===== src/rtl/dff_chain_pkg.sv =====
// Shared types and constants for the dff_chain parallel-in/serial-out controller.
// DFF_CHAIN_PARITY_EN adds a trailing even-parity beat after the data bits.
package dff_chain_pkg;

    localparam int unsigned DEFAULT_WIDTH = 8;

    typedef enum logic [1:0] {
        IDLE  = 2'd0,
        LOAD  = 2'd1,
        SHIFT = 2'd2,
        DONE  = 2'd3
    } state_e;

    // Serial beats per word: data bits, plus one parity beat when enabled.
    function automatic int unsigned dff_chain_beats(input int unsigned width);
`ifdef DFF_CHAIN_PARITY_EN
        return width + 1;
`else
        return width;
`endif
    endfunction

endpackage


===== src/rtl/dff_shift_reg.sv =====
// WIDTH-bit D flip-flop chain: synchronous clear, parallel load, shift right
// with a serial fill bit at the MSB, and the LSB as the serial output.
module dff_shift_reg #(
    parameter int unsigned WIDTH = 8
) (
    input  logic             clk,
    input  logic             clrn,
    input  logic             clr,
    input  logic             load,
    input  logic             shift_en,
    input  logic             sin,
    input  logic [WIDTH-1:0] din,
    output logic             sout
);

    logic [WIDTH-1:0] chain_q;
    logic [WIDTH-1:0] chain_d;

    // Clear has priority over load, load over shift.
    always_comb begin
        chain_d = chain_q;
        if (clr) begin
            chain_d = '0;
        end else if (load) begin
            chain_d = din;
        end else if (shift_en) begin
            chain_d = {sin, chain_q[WIDTH-1:1]};
        end
    end

    always_ff @(posedge clk) begin
        if (!clrn) begin
            chain_q <= '0;
        end else begin
            chain_q <= chain_d;
        end
    end

    assign sout = chain_q[0];

endmodule


===== src/rtl/dff_chain_ctrl.sv =====
// Sequences a dff_shift_reg as a parallel-in, serial-out shifter (LSB first).
// DFF_CHAIN_PARITY_EN appends an even-parity beat after bit WIDTH-1.
module dff_chain_ctrl
    import dff_chain_pkg::*;
#(
    parameter int unsigned WIDTH = DEFAULT_WIDTH
) (
    input  logic             clk,
    input  logic             clrn,
    input  logic             in_valid,
    output logic             in_ready,
    input  logic [WIDTH-1:0] din,
    input  logic             abort,
    output logic             sout,
    output logic             sout_valid,
    input  logic             sout_ready,
    output logic             busy,
    output logic             done
);

    localparam int unsigned BEATS = dff_chain_beats(WIDTH);
    localparam int unsigned CNT_W = $clog2(WIDTH + 2);
    localparam logic [CNT_W-1:0] LAST_BEAT = CNT_W'(BEATS - 1);

    state_e           state_q, state_d;
    logic [CNT_W-1:0] cnt_q, cnt_d;
    logic             sout_valid_q, sout_valid_d;
    logic             busy_q, busy_d;
    logic             done_q, done_d;

    logic load_fire;
    logic beat_fire;
    logic chain_clr;
    logic chain_load;
    logic chain_shift;
    logic chain_sin;

    assign in_ready  = (state_q == IDLE) && !abort;
    assign load_fire = in_valid && in_ready;
    assign beat_fire = sout_valid_q && sout_ready;

    // Next state, beat counter and chain control; abort beats a final-beat accept.
    always_comb begin
        state_d      = state_q;
        cnt_d        = cnt_q;
        sout_valid_d = sout_valid_q;
        chain_clr    = 1'b0;
        chain_load   = 1'b0;
        chain_shift  = 1'b0;
        case (state_q)
            IDLE: begin
                if (load_fire) begin
                    state_d    = LOAD;
                    cnt_d      = '0;
                    chain_load = 1'b1;
                end
            end
            LOAD: begin
                if (abort) begin
                    state_d   = IDLE;
                    cnt_d     = '0;
                    chain_clr = 1'b1;
                end else begin
                    state_d      = SHIFT;
                    sout_valid_d = 1'b1;
                end
            end
            SHIFT: begin
                if (abort) begin
                    state_d      = IDLE;
                    cnt_d        = '0;
                    sout_valid_d = 1'b0;
                    chain_clr    = 1'b1;
                end else if (beat_fire) begin
                    if (cnt_q == LAST_BEAT) begin
                        state_d      = DONE;
                        cnt_d        = '0;
                        sout_valid_d = 1'b0;
                        chain_clr    = 1'b1;
                    end else begin
                        cnt_d       = cnt_q + CNT_W'(1);
                        chain_shift = 1'b1;
                    end
                end
            end
            DONE: begin
                state_d = IDLE;
            end
            default: begin
                state_d      = IDLE;
                cnt_d        = '0;
                sout_valid_d = 1'b0;
                chain_clr    = 1'b1;
            end
        endcase
        busy_d = (state_d == LOAD) || (state_d == SHIFT);
        done_d = (state_d == DONE);
    end

    always_ff @(posedge clk) begin
        if (!clrn) begin
            state_q      <= IDLE;
            cnt_q        <= '0;
            sout_valid_q <= 1'b0;
            busy_q       <= 1'b0;
            done_q       <= 1'b0;
        end else begin
            state_q      <= state_d;
            cnt_q        <= cnt_d;
            sout_valid_q <= sout_valid_d;
            busy_q       <= busy_d;
            done_q       <= done_d;
        end
    end

`ifdef DFF_CHAIN_PARITY_EN
    logic parity_q, parity_d;

    // Parity is shifted in at the MSB so it reaches the LSB on beat WIDTH.
    always_comb begin
        parity_d = parity_q;
        if (chain_clr) begin
            parity_d = 1'b0;
        end else if (chain_load) begin
            parity_d = ^din;
        end
    end

    always_ff @(posedge clk) begin
        if (!clrn) begin
            parity_q <= 1'b0;
        end else begin
            parity_q <= parity_d;
        end
    end

    assign chain_sin = parity_q;
`else
    assign chain_sin = 1'b0;
`endif

    dff_shift_reg #(
        .WIDTH (WIDTH)
    ) u_chain (
        .clk      (clk),
        .clrn     (clrn),
        .clr      (chain_clr),
        .load     (chain_load),
        .shift_en (chain_shift),
        .sin      (chain_sin),
        .din      (din),
        .sout     (sout)
    );

    assign sout_valid = sout_valid_q;
    assign busy       = busy_q;
    assign done       = done_q;

endmodule


===== config.mk =====
export PLATFORM = sky130hd
export DESIGN_NAME = dff_chain_ctrl
export DESIGN_NICKNAME = d
export VERILOG_FILES = /design/src/rtl/dff_chain_pkg.sv /design/src/rtl/dff_shift_reg.sv /design/src/rtl/dff_chain_ctrl.sv
export SDC_FILE = /design/constraint.sdc
export NUM_CORES = 1
export LEC_CHECK = 0
export CORE_ASPECT_RATIO = 1.4
export CORE_MARGIN = 5
export CORE_UTILIZATION = 40
export DETAILED_ROUTE_END_ITERATION = 6
export DONT_BUFFER_PORTS = 1
export HOLD_SLACK_MARGIN = 0.12
export PLACE_DENSITY_LB_ADDON = 0.25
export SLEW_MARGIN = 0
export SYNTH_ARGS = -nofsm -noshare
export SYNTH_HDL_FRONTEND = slang
export SYNTH_SLANG_ARGS = --single-unit

===== constraint.sdc =====
create_clock -name clk -period 2.1 [get_ports clk]
set_input_delay 0.42 -clock clk [delete_from_list [all_inputs] [get_ports clk]]
set_output_delay 0.42 -clock clk [all_outputs]
set_load 0.02 [all_outputs]

# [After elaboration in Yosys (flattened, before gate mapping)]
# Cells that the tools add are included.
[classes] add_sub_neg=1 n_reduce_logical=12 mux=30 n_bitwise=1 n_eq_ne=12
[op_table] op="$mux 4" count=5
[op_table] op="$mux 8" count=2
[op_table] op="$mux 1" count=14
[op_table] op="$pmux 4 s3" count=1
[op_table] op="$mux 2" count=5
[op_table] op="$eq 2x2->1 const B" count=4
[op_table] op="$pmux 2 s4" count=1
[op_table] op="$reduce_and 4->1" count=2
[op_table] op="$ne 2x2->1 const B" count=3
[op_table] op="$ne 3x3->1 const B" count=2
[op_table] op="$add 4x1->4 const B" count=1
[op_table] op="$eq 2x1->1 const B" count=2
[op_table] op="$eq 4x3->1 const B" count=1
[op_table] op="$pmux 1 s2" count=2
[op_table] op="$reduce_bool 2->1" count=2
[op_table] op="$logic_and 1x1->1" count=3
[op_table] op="$reduce_bool 3->1" count=1
[op_table] op="$logic_not 2->1" count=1
[op_table] op="$reduce_or 2->1" count=1
[op_table] op="$logic_not 1->1" count=1
[op_table] op="$logic_or 1x1->1" count=1
[op_table] op="$not 1->1" count=1
[totals] ff_bits=17 wordCells=62

# [Logic depth before layout (Yosys ltp)]
# Gate-level depths: netlist of run 1.
[logic_depth] depth_word=7 mapped_depth=7

# [Cells and area by module]
# Synthesis of run 1 repeated with hierarchy kept, for this count alone.
[unflattened] hier_cells=107 area_unflattened_um2=987.2
[by_module_without_submodules] mod="dff_chain_ctrl" seq_area_each_um2=180.2 area_each_um2=611.8 n_inst=1 cells_per_inst=71
[by_module_without_submodules] mod="dff_shift_reg" seq_area_each_um2=160.2 area_each_um2=375.4 n_inst=1 cells_per_inst=36

# [Worst setup path before layout of run 1]
# OpenSTA, ideal clock, no wires.
[synth_path] path_kind="reg-to-reg" startpoint="register cnt_q[0]" endpoint="register busy_q (netlist: busy)" arrival_time_ns=1.694 slack_ns=0.291 synth_period_minus_slack_ns=1.809 stages_incl_launch_ff=8 t_required_ns=1.985 path_cell_list="dfxtp_1 > ha_1 > and3b_1 > buf_4 > or3b_1 > a31oi_1 > ha_1 > and2_1"
[synth_via] elab_chain_len=7 elab_cells_between_ends=8 classes_between="3 x eq/ne; 4 x mux; 1 x reduce/logical"
[synth_lines] item="start, declared" line="dff_chain_ctrl.sv:26" source="logic [CNT_W-1:0] cnt_q, cnt_d;"
[synth_lines] item="start signal, assigned" line="dff_chain_ctrl.sv:109" source="cnt_q <= cnt_d;"
[synth_lines] item="$eq 4x3->1 *" line="dff_chain_ctrl.sv:75" source="if (cnt_q == LAST_BEAT) begin"
[synth_lines] item="$mux 2 *" line="dff_chain_ctrl.sv:75"
[synth_lines] item="$mux 2 *" line="dff_chain_ctrl.sv:74" source="end else if (beat_fire) begin"
[synth_lines] item="$mux 2 *" line="dff_chain_ctrl.sv:69" source="if (abort) begin"
[synth_lines] item="$pmux 2 s4 *" line="dff_chain_ctrl.sv:50" source="case (state_q)"
[synth_lines] item="named net state_d[0]" line="dff_chain_ctrl.sv:25" source="state_e state_q, state_d;"
[synth_lines] item="$eq 2x1->1 or $eq 2x2->1 (tied branches)" line="dff_chain_ctrl.sv:96" source="busy_d = (state_d == LOAD) || (state_d == SHIFT);"
[synth_lines] item="$logic_or 1x1->1 *" line="dff_chain_ctrl.sv:96"
[synth_lines] item="named net busy_d" line="dff_chain_ctrl.sv:28" source="logic busy_q, busy_d;"
[synth_lines] item="end signal, assigned" line="dff_chain_ctrl.sv:111" source="busy_q <= busy_d;"
[synth_lines] item="end, declared" line="dff_chain_ctrl.sv:28"
# The timed path passes the listed nets; every way through them passes the cells marked *.
# A chain may end at the register's enable or synchronous reset.

# [Worst setup path after layout of run 1]
[layout_path] startpoint="register state_q[1]" endpoint="register busy_q (netlist: busy)"
[layout_via] elab_chain_len=7 elab_cells_between_ends=14 classes_between="5 x eq/ne; 5 x mux; 4 x reduce/logical"
[layout_lines] item="start, declared" line="dff_chain_ctrl.sv:25"
[layout_lines] item="start signal, assigned" line="dff_chain_ctrl.sv:108" source="state_q <= state_d;"
[layout_lines] item="$logic_not 2->1" line="dff_chain_ctrl.sv:38, dff_chain_ctrl.sv:50"
[layout_lines] item="$logic_and 1x1->1" line="dff_chain_ctrl.sv:38" source="assign in_ready = (state_q == IDLE) && !abort;"
[layout_lines] item="$logic_and 1x1->1" line="dff_chain_ctrl.sv:39" source="assign load_fire = in_valid && in_ready;"
[layout_lines] item="$mux 2" line="dff_chain_ctrl.sv:52" source="if (load_fire) begin"
[layout_lines] item="$pmux 2 s4 *" line="dff_chain_ctrl.sv:50"
[layout_lines] item="named net state_d[0]" line="dff_chain_ctrl.sv:25"
[layout_lines] item="$eq 2x1->1 or $eq 2x2->1 (tied branches)" line="dff_chain_ctrl.sv:96"
[layout_lines] item="$logic_or 1x1->1 *" line="dff_chain_ctrl.sv:96"
[layout_lines] item="named net busy_d" line="dff_chain_ctrl.sv:28"
# Marked as above.

==> results of run 1 <==
[worst max-delay path by stage]
stage | end | depth (start not counted)
2_1_floorplan | busy$_SDFF_PN0_ | 7
3_3_place_gp | busy$_SDFF_PN0_ | 6
3_5_place_dp | busy$_SDFF_PN0_ | 6
4_1_cts | busy$_SDFF_PN0_ | 6
5_1_grt | busy$_SDFF_PN0_ | 6
6_report | busy$_SDFF_PN0_ | 6
[worst max-delay path: stages, from the launching register on]
cell     delay [ns]
dfxtp_1        0.44
inv_1          0.12
ha_1           0.24
or3b_1         0.38
a31oi_1        0.23
ha_1           0.26
and2_1         0.15
[cells in the final DEF (no fill, tap or decap)]
cell,count
nand3_1,3
o32ai_1,1
o21a_1,1
nor2b_1,3
dfxtp_1,17
ha_1,7
a211oi_1,6
nor3_1,2
a21bo_2,1
a32o_1,2
clkinv_2,1
a311oi_1,2
a31oi_1,1
nor3b_1,1
nand2b_1,3
clkbuf_4,3
or3b_1,1
a21boi_0,3
and3_1,1
a21oi_1,2
o21ai_0,2
o211ai_1,3
mux2i_1,5
nand4_1,1
inv_1,5
and3b_1,1
o22a_1,1
nor4_1,1
and2_1,6
nand2_1,6
nor2_1,12
buf_4,6
and2b_1,1
nand3b_1,1
a22oi_2,1
nand4b_1,2
o21ai_1,1
[final cells by class]
type | count | area (µm²) | share of cell area
flip-flops and latches | 17 | 340 | 0.325
multi-input cells | 84 | 588 | 0.561
clock inverters | 1 | 5.00 | 0.00477
repair buffers | 6 | 45.0 | 0.0430
clock buffers | 3 | 22.5 | 0.0215
well taps | 23 | 28.8 | 0.0274
inverters | 5 | 18.8 | 0.0179
[Yosys cell counts, types with 5 or more instances]
| library cell | count | area, µm² |
|---|---|---|
| dfxtp_1 | 17 | 340 |
| nor2_1 | 12 | 45.0 |
| ha_1 | 7 | 87.6 |
| a211oi_1 | 6 | 45.0 |
| and2_1 | 6 | 37.5 |
| nand2_1 | 6 | 22.5 |
| inv_1 | 5 | 18.8 |
| mux2i_1 | 5 | 50.1 |
[logic make-up after synthesis]
family,Yosys count,synth area share
flip-flops,17,0.349
AO/OA/AOI/OAI,27,0.212
adder cells (fa/ha/maj),7,0.0897
multiplexers,5,0.0513
buffers and inverters,10,0.0487
AND/OR/NAND/NOR,45,0.250
[flip-flops by register name, indices dropped and copies added (netlist names)]
name / cells
u_chain.chain_q: 8
cnt_q: 4
state_q: 2
busy: 1
done: 1
sout_valid: 1
[power groups by stage]
stage	clock network [mW]	logic (mW)	registers [mW]
final	0.181	0.101	0.354
after global routing	0.203	0.116	0.357
after CTS	0.191	0.103	0.354
after floorplan	0	0.0818	0.362
after global placement	0	0.100	0.361
after detailed placement	0	0.102	0.362
[layer usage]
| layer | global-route usage | wire, µm |
|---|---|---|
| met5 | 0 | 0 |
| met4 | 0.0689 | 34 |
| met3 | 0.0327 | 114 |
| met2 | 0.240 | 1030 |
| met1 | 0.138 | 837 |
==> impl_metrics.json, run 1 <==
{
  "status": "completed",
  "die_width_um": 51.7,
  "synth.avg_cell_area_um2": 8.79,
  "arrival_ns": 2.11,
  "wire_length_reported_by_the_detailed_router_mm": 2.01,
  "min_delay_path_depth": 1,
  "design.core.area_um2": 2360,
  "cts_root_buf": "clkbuf_4",
  "final_design_area_no_fill_um2": 1050,
  "cts_post_setup_buffers_inserted": 0,
  "tritoncts": "built",
  "place.gp.congestion": 0.764,
  "dp_hpwl_mm": 1.61,
  "finish.cell_count_without_fillers": 139,
  "nets": 137,
  "cts.repair.resized": 0,
  "detail_route.vias_per_cell": 5.70,
  "deepest_clock_path_buffer_count": 2,
  "h-tree-depth": 1,
  "grt_usage": 0.132,
  "grt_antenna_before_repair": 0,
  "cellInternalPower_mw": 0.456,
  "hold_end": "sout_valid$_SDFFE_PN0P_",
  "final_setup_fails": 0,
  "syn-cell-area_um2": 976,
  "max_slew_margin": 0.729,
  "holdBufCountCts": 0,
  "worst_hold_slack_ns": 0.229,
  "placed_area_um2": 1020,
  "timing.final.hold_violations": 0,
  "final_count_of_pins_violating_max_slew": 0,
  "synth_fp_nets": 131,
  "io_buffer_count": 0,
  "grt_remaining_overflow": 0,
  "timing.setup.critical_path_class": "reg2reg",
  "worstSetupStartpoint": "state_q[1]$_SDFF_PN0_",
  "sinks_on_clock_net": 17,
  "start_util": 0.413,
  "fmax_ghz": 0.525,
  "postLayoutCoreUtil": 0.443,
  "fin_tns_setup_ns": 0,
  "total_power_mw": 0.636,
  "portion_of_the_post_synthesis_area_used_by_sequential_elements": 0.349,
  "p_switching_mw": 0.180,
  "grt_setup_unrepaired": "false",
  "vias": 792,
  "worst_slew_pin_slew_ns": 0.406,
  "worstSetupEndpointType": "register",
  "wire_length_of_the_first_global_routing_pass_mm": 3.48,
  "dp.cells": 135,
  "placement.setup.worst_slack_ns": 0.222,
  "ys.flop_type": "dfxtp_1",
  "number_of_global_route_vias_before_repair": 804,
  "post_route_cells_drive_above_1_share": 0.103,
  "synth_edf_count": 0,
  "holdCritPathClass": "in2reg",
  "cts-buffers-inserted": 3,
  "routed_wire_length_per_instance_um": 14.5,
  "fin_worst_skew_ns": 0.00198,
  "ys_seq_elements": 17,
  "postSynthCellCount": 111,
  "power.share.switching": 0.283,
  "vertical_die_dimension_um": 68.4,
  "max_cap_violations": 0,
  "fp.dieArea_um2": 3540,
  "clkLatencyLatePin_ns": 0.30,
  "floorplan.rows": 21,
  "drt_iter0_drc": 16,
  "clock_power_share": 0.285,
  "reg2reg_depth": 6,
  "synth_async_reset_ratio": 0,
  "required_ns": 2.31,
  "vdd_drop_max_mv": 0.378,
  "dr.pass1.iters": 4,
  "worstSetupStartpointType": "register",
  "drt_drc_violations_left": 0,
  "comb_power_share": 0.159,
  "final.fill_count": 251,
  "crit-reg2reg-capture": "busy$_SDFF_PN0_",
  "cp_max_fo": 5,
  "yosysUniqueCellTypes": 37,
  "cts.reportedPaths.clkPinSlew_ns": 0.10,
  "seq_power_share": 0.556,
  "leakagePower_nw": 0.425,
  "reg2reg_setup_slack_ns": 0.19,
  "ys.warnings.count": 0,
  "relative_area_change_from_synthesis_to_final_layout_pct": 7.44,
  "rr_startpoint": "state_q[1]$_SDFF_PN0_",
  "min_period_over_period": 0.908,
  "finalWorstPathRequiredPeriod_ns": 1.91,
  "route.antenna.remaining_nets": 0,
  "power.density_nw_per_um2": 607,
  "boundaryPins": 18,
  "antenna_cells_inserted": 0,
  "grt_start_max_net_pins": 13,
  "final.setup.worst_slack_ns": 0.194,
  "hold_path_startpoint": "abort"
}
No activity file was read; power rests on OpenSTA's default activity.
==> run 2, diff against run 1 <==
--- a/config.mk
+++ b/config.mk
@@ -5,8 +5,8 @@
 export SDC_FILE = /design/constraint.sdc
 export NUM_CORES = 1
 export LEC_CHECK = 0
-export CORE_ASPECT_RATIO = 1.4
-export CORE_MARGIN = 5
+export CORE_ASPECT_RATIO = 1.75
+export CORE_MARGIN = 1
 export CORE_UTILIZATION = 40
 export DETAILED_ROUTE_END_ITERATION = 6
 export DONT_BUFFER_PORTS = 1
==> constraint.sdc (replaced) <==
create_clock -name clk -period 2.4 [get_ports clk]
set_input_delay 0.48 -clock clk [delete_from_list [all_inputs] [get_ports clk]]
set_output_delay 0.48 -clock clk [all_outputs]
set_load 0.02 [all_outputs]
==> run 2 against run 1 <==
  * Sequential share of layout area barely moved
  * Via count fell by 0.13%
  * Maximum frequency is 4.6% lower
  * Sequential power fell by 12%
  * Utilization is 1.2 points higher
  * Clock skew up 0.0049 ns
  * Largest cell class unchanged
  * Clock-buffer cell count did not move
  * Clock power grew 19%
  * Worst setup slack improved by 0.21 ns
  * Cell count decreased by 0.72%
  * Critical path depth unchanged
==> impl_metrics.json, run 2 (synthesis gave the netlist of run 1 again) <==
{
  "route.antenna.remaining_nets": 0,
  "floorplan.rows": 23,
  "route.met3.wl_um": 73,
  "drt_iter0_drc": 20,
  "vdd_drop_max_mv": 0.308,
  "holdCritPathClass": "in2reg",
  "drt_drc_violations_left": 0,
  "io_buffer_count": 0,
  "critical_path.cell_chain": "ha_1 -> and3b_1 -> or3b_1 -> a31oi_1 -> ha_1 -> and2_1",
  "number_of_global_route_vias_before_repair": 795,
  "critPathBufInv": 0,
  "sinks_on_clock_net": 17,
  "final_setup_fails": 0,
  "timing.setup.critical_path_class": "reg2reg",
  "top_layer": "met4",
  "clkLatencyLatePin_ns": 0.25,
  "grt_antenna_before_repair": 0,
  "largest_reg_flops": 8,
  "detail_route.vias_per_cell": 5.73,
  "required_ns": 2.55,
  "power.density_nw_per_um2": 585,
  "placement.setup.worst_slack_ns": 0.420,
  "final_common_cell": "dfxtp_1",
  "vertical_die_dimension_um": 67.3,
  "routed_wire_length_per_instance_um": 14.5,
  "wire_length_of_the_first_global_routing_pass_mm": 3.24,
  "mostFrequentLayoutCells": "dfxtp_1, nor2_1, ha_1",
  "max_cap_violations": 0,
  "cts_post_setup_buffers_inserted": 0,
  "hold_end": "done$_SDFF_PN0_",
  "crit-reg2reg-capture": "busy$_SDFF_PN0_",
  "final_count_of_pins_violating_max_slew": 0,
  "reg2reg_depth": 6,
  "worst_hold_slack_ns": 0.347,
  "largestRegisters": "u_chain.chain_q (8), cnt_q (4), state_q (2)",
  "min_delay_path_depth": 1,
  "final.setup.worst_slack_ns": 0.401,
  "worst_path_most_repeated_cell": "ha_1",
  "vias": 791,
  "fmax_ghz": 0.500,
  "max_slew_margin": 0.729,
  "grt_remaining_overflow": 0,
  "fin_worst_skew_ns": 0.00692,
  "cts-buffers-inserted": 3,
  "worst_slew_pin_slew_ns": 0.404,
  "post_route_cells_drive_above_1_share": 0.0796,
  "arrival_ns": 2.15,
  "wire_length_reported_by_the_detailed_router_mm": 2.00,
  "leakagePower_nw": 0.417,
  "worstSetupStartpointType": "register",
  "finalWorstPathRequiredPeriod_ns": 2.00,
  "worstSetupEndpointType": "register",
  "design.core.area_um2": 2300,
  "hold_path_startpoint": "clrn",
  "fin_tns_setup_ns": 0,
  "grt_setup_unrepaired": "false",
  "cts_root_buf": "clkbuf_8",
  "dp_hpwl_mm": 1.59,
  "holdBufCountCts": 0,
  "crit_path_top_delay_cell": "dfxtp_1",
  "rr_startpoint": "cnt_q[0]$_SDFFE_PN0P_",
  "top_register": "u_chain.chain_q",
  "fp.dieArea_um2": 2650,
  "dr.pass1.iters": 4,
  "antenna_cells_inserted": 0,
  "grt_usage": 0.175,
  "start_util": 0.424,
  "boundaryPins": 18,
  "relative_area_change_from_synthesis_to_final_layout_pct": 7.31,
  "h-tree-depth": 1,
  "timing.final.hold_violations": 0,
  "wl_met1_um": 748,
  "reg2reg_setup_slack_ns": 0.40,
  "worst_path_dominant_cell_family": "simple AND/OR/NAND/NOR gates",
  "cts.repair.resized": 0,
  "cts.reportedPaths.clkPinSlew_ns": 0.07,
  "final.fill_count": 242,
  "cp_max_fo": 8,
  "tritoncts": "built",
  "status": "completed",
  "min_period_over_period": 0.833,
  "grt_start_max_net_pins": 13,
  "die_width_um": 39.3,
  "place.gp.congestion": 0.764,
  "met2_length_mm": 1.15,
  "deepest_clock_path_buffer_count": 2,
  "nets": 134,
  "critical-path-max-stage-delay_ns": 0.38
}
-- run 2: cell type report --
type                    instances  area (µm²)  share of cell area
repair buffers                  3        22.5              0.0215
clock buffers                   3        41.3              0.0394
multi-input cells              84         588               0.562
inverters                       5        18.8              0.0179
flip-flops and latches         17         340               0.325
clock inverters                 1        5.00             0.00478
well taps                      25        31.3              0.0299
-- run 2: worst max-delay path by stage --
stage                                from         endpoint  slack, ns  cells after the start
finish              cnt_q[0]$_SDFFE_PN0P_  busy$_SDFF_PN0_       0.40                      6
detailed placement  cnt_q[0]$_SDFFE_PN0P_  busy$_SDFF_PN0_       0.42                      6
CTS                 cnt_q[0]$_SDFFE_PN0P_  busy$_SDFF_PN0_       0.41                      6
floorplan           cnt_q[0]$_SDFFE_PN0P_  busy$_SDFF_PN0_       0.59                      7
global route        cnt_q[0]$_SDFFE_PN0P_  busy$_SDFF_PN0_       0.26                      6
global placement    cnt_q[0]$_SDFFE_PN0P_  busy$_SDFF_PN0_       0.48                      6
-- run 2: metal layers --
layer,track usage,vias to the layer above
li1,-,406
met1,0.149,369
met2,0.356,12
met3,0.0263,4
met4,0.0776,0
met5,0,-
-- run 2: power breakdown --
group	internal [mW]	total, mW	leakage [nW]	switching [mW]
sequential	0.297	0.313	0.139	0.0162
clock	0.115	0.215	0.0255	0.100
combinational	0.0377	0.0837	0.253	0.0460
-- run 2: worst register-to-register path: stages (launching register included) --
cell	delay [ns]
dfxtp_1	0.38
ha_1	0.21
and3b_1	0.30
or3b_1	0.37
a31oi_1	0.23
ha_1	0.26
and2_1	0.15
-- run 2: through the flow --
stage	instances	total power [mW]	util	instance area, µm²
final	138	0.612	0.455	1050
after global routing	138	0.644	0.455	1050
after CTS	138	0.619	0.455	1050
after detailed placement	134	0.404	0.435	1000
after global placement	134	0.402	0.435	1000
after floorplan	111	0.388	-	976
==> run 3, diff against run 2 <==
==> constraint.sdc (replaced) <==
create_clock -name clk -period 2.1 [get_ports clk]
set_input_delay 0.42 -clock clk [delete_from_list [all_inputs] [get_ports clk]]
set_output_delay 0.42 -clock clk [all_outputs]
set_load 0.02 [all_outputs]
==> run 3 against run 2 <==
  * Critical path depth is the same
  * Via count grew 1.1%
  * Routed wire length shrank 2.7%
  * Sequential power is 13% higher
  * Utilization up 0.60 points
  * Die area unchanged
  * Maximum frequency increased by 1.7%
  * Global-route usage decreased by 0.88 points
  * Critical endpoint unchanged
==> impl_metrics.json, run 3 (synthesis gave the netlist of run 1 again) <==
{
  "final_setup_fails": 0,
  "post_route_cells_drive_above_1_share": 0.0870,
  "cts-buffers-inserted": 3,
  "cts_post_setup_buffers_inserted": 0,
  "boundaryPins": 18,
  "worstSetupStartpointType": "register",
  "fin_worst_skew_ns": 0.00460,
  "vertical_die_dimension_um": 67.3,
  "critical-path-max-stage-delay_ns": 0.37,
  "crit_path_top_delay_cell": "dfxtp_1",
  "top_register": "u_chain.chain_q",
  "grt_setup_unrepaired": "false",
  "reg2reg_setup_slack_ns": 0.13,
  "clkLatencyLatePin_ns": 0.25,
  "antenna_cells_inserted": 0,
  "deepest_clock_path_buffer_count": 2,
  "place.gp.congestion": 0.794,
  "worst_path_dominant_cell_family": "simple AND/OR/NAND/NOR gates",
  "routed_wire_length_per_instance_um": 13.9,
  "dp_hpwl_mm": 1.54,
  "critPathBufInv": 0,
  "final.fill_count": 242,
  "hold_end": "sout_valid$_SDFFE_PN0P_",
  "cp_max_fo": 5,
  "min_delay_path_depth": 1,
  "detail_route.vias_per_cell": 5.71,
  "layout.area.seq_um2": 340,
  "leakagePower_nw": 0.425,
  "comb_power_share": 0.143,
  "power.density_nw_per_um2": 658,
  "grt_remaining_overflow": 0,
  "largest_reg_flops": 8,
  "vias": 800,
  "floorplan.rows": 23,
  "grt_antenna_before_repair": 0,
  "number_of_global_route_vias_before_repair": 781,
  "fp.dieArea_um2": 2650,
  "max_cap_violations": 0,
  "max_slew_margin": 0.726,
  "holdBufCountCts": 0,
  "placed_area_um2": 1020,
  "multiInputGateArea_um2": 588,
  "drt_iter0_drc": 11,
  "min_period_over_period": 0.936,
  "worst_path_most_repeated_cell": "ha_1",
  "relative_area_change_from_synthesis_to_final_layout_pct": 8.72,
  "seq_power_share": 0.509,
  "cts_root_buf": "clkbuf_8",
  "design.core.area_um2": 2300,
  "tritoncts": "built",
  "hold_path_startpoint": "abort",
  "h-tree-depth": 1,
  "fmax_ghz": 0.509,
  "crit-reg2reg-capture": "busy$_SDFF_PN0_",
  "grt_usage": 0.166,
  "worstSetupEndpointType": "register",
  "timing.final.hold_violations": 0,
  "mostFrequentLayoutCells": "dfxtp_1, nor2_1, ha_1",
  "largestRegisters": "u_chain.chain_q (8), cnt_q (4), state_q (2)",
  "cts.repair.resized": 0,
  "route.antenna.remaining_nets": 0,
  "wire_length_reported_by_the_detailed_router_mm": 1.95,
  "grt_start_max_net_pins": 13,
  "holdCritPathClass": "in2reg",
  "reg2reg_depth": 6,
  "arrival_ns": 2.11,
  "fin_tns_setup_ns": 0,
  "start_util": 0.424,
  "die_width_um": 39.3,
  "final_common_cell": "dfxtp_1",
  "final_design_area_no_fill_um2": 1060,
  "io_buffer_count": 0,
  "vdd_drop_max_mv": 0.523,
  "p_switching_mw": 0.178,
  "nets": 136,
  "final_count_of_pins_violating_max_slew": 0,
  "cts.reportedPaths.clkPinSlew_ns": 0.07,
  "critical_path.cell_chain": "ha_1 -> and3b_1 -> or3b_1 -> a31oi_1 -> ha_1 -> and2_1",
  "required_ns": 2.25,
  "status": "completed",
  "sinks_on_clock_net": 17,
  "worst_slew_pin_slew_ns": 0.410,
  "finalWorstPathRequiredPeriod_ns": 1.97,
  "power.share.switching": 0.256,
  "dr.pass1.iters": 3,
  "drt_drc_violations_left": 0,
  "clock_power_share": 0.348,
  "cellInternalPower_mw": 0.519,
  "timing.setup.critical_path_class": "reg2reg",
  "rr_startpoint": "cnt_q[0]$_SDFFE_PN0P_",
  "wire_length_of_the_first_global_routing_pass_mm": 3.08
}
-- run 3: cell count changes in the layout (fill, tap and decap cells not counted), sizes merged --
cell,previous run,this run
clkinv,1,0
clkbuf,3,4
buf,3,5
-- run 3: per-layer routing --
layer,global-route usage,up-vias,routed length [µm]
li1,-,406,-
met4,0.0905,0,40
met2,0.331,14,1100
met1,0.145,376,743
met3,0.0164,4,67
met5,0,-,0
-- run 3: how the worst max path moves through the flow --
stage / from / endpoint / slack (ns) / depth (start not counted)
2_1_floorplan: cnt_q[0]$_SDFFE_PN0P_ / busy$_SDFF_PN0_ / 0.29 / 7
3_3_place_gp: cnt_q[0]$_SDFFE_PN0P_ / busy$_SDFF_PN0_ / 0.14 / 6
3_5_place_dp: cnt_q[0]$_SDFFE_PN0P_ / busy$_SDFF_PN0_ / 0.13 / 6
4_1_cts: cnt_q[0]$_SDFFE_PN0P_ / busy$_SDFF_PN0_ / 0.12 / 6
5_1_grt: cnt_q[0]$_SDFFE_PN0P_ / busy$_SDFF_PN0_ / 0.008 / 6
6_report: cnt_q[0]$_SDFFE_PN0P_ / busy$_SDFF_PN0_ / 0.13 / 6
-- run 3: worst reg2reg max path, cell delays in order (launching register included) --
cell and delay (ns):
dfxtp_1 0.37, ha_1 0.20, and3b_1 0.27, or3b_1 0.37, a31oi_1 0.24, ha_1 0.26
and2_1 0.15
-- run 3: power by group through the flow --
stage	sequential (mW)	combinational [mW]	clock (mW)
2_1_floorplan	0.362	0.0818	0
3_3_place_gp	0.362	0.0993	0
3_5_place_dp	0.363	0.101	0
4_1_cts	0.356	0.102	0.250
5_1_grt	0.357	0.113	0.258
6_report	0.355	0.100	0.243
-- run 3: through the flow --
stage | worst slack (ns) | hold slack, ns | utilization | total power [mW] | std cells
floorplan | 0.291 | 0.455 | - | 0.444 | 111
global route | 0.00757 | 0.282 | 0.461 | 0.728 | 140
detailed placement | 0.133 | 0.496 | 0.441 | 0.464 | 136
CTS | 0.122 | 0.284 | 0.461 | 0.707 | 140
global placement | 0.136 | 0.484 | 0.441 | 0.461 | 136
finish | 0.134 | 0.284 | 0.461 | 0.698 | 140
-- run 3: final cells by class --
| cell class | count | area share |
|---|---|---|
| clock buffers | 4 | 0.0425 |
| inverters | 5 | 0.0177 |
| multi-input cells | 84 | 0.554 |
| flip-flops and latches | 17 | 0.321 |
| well taps | 25 | 0.0295 |
| repair buffers | 5 | 0.0354 |
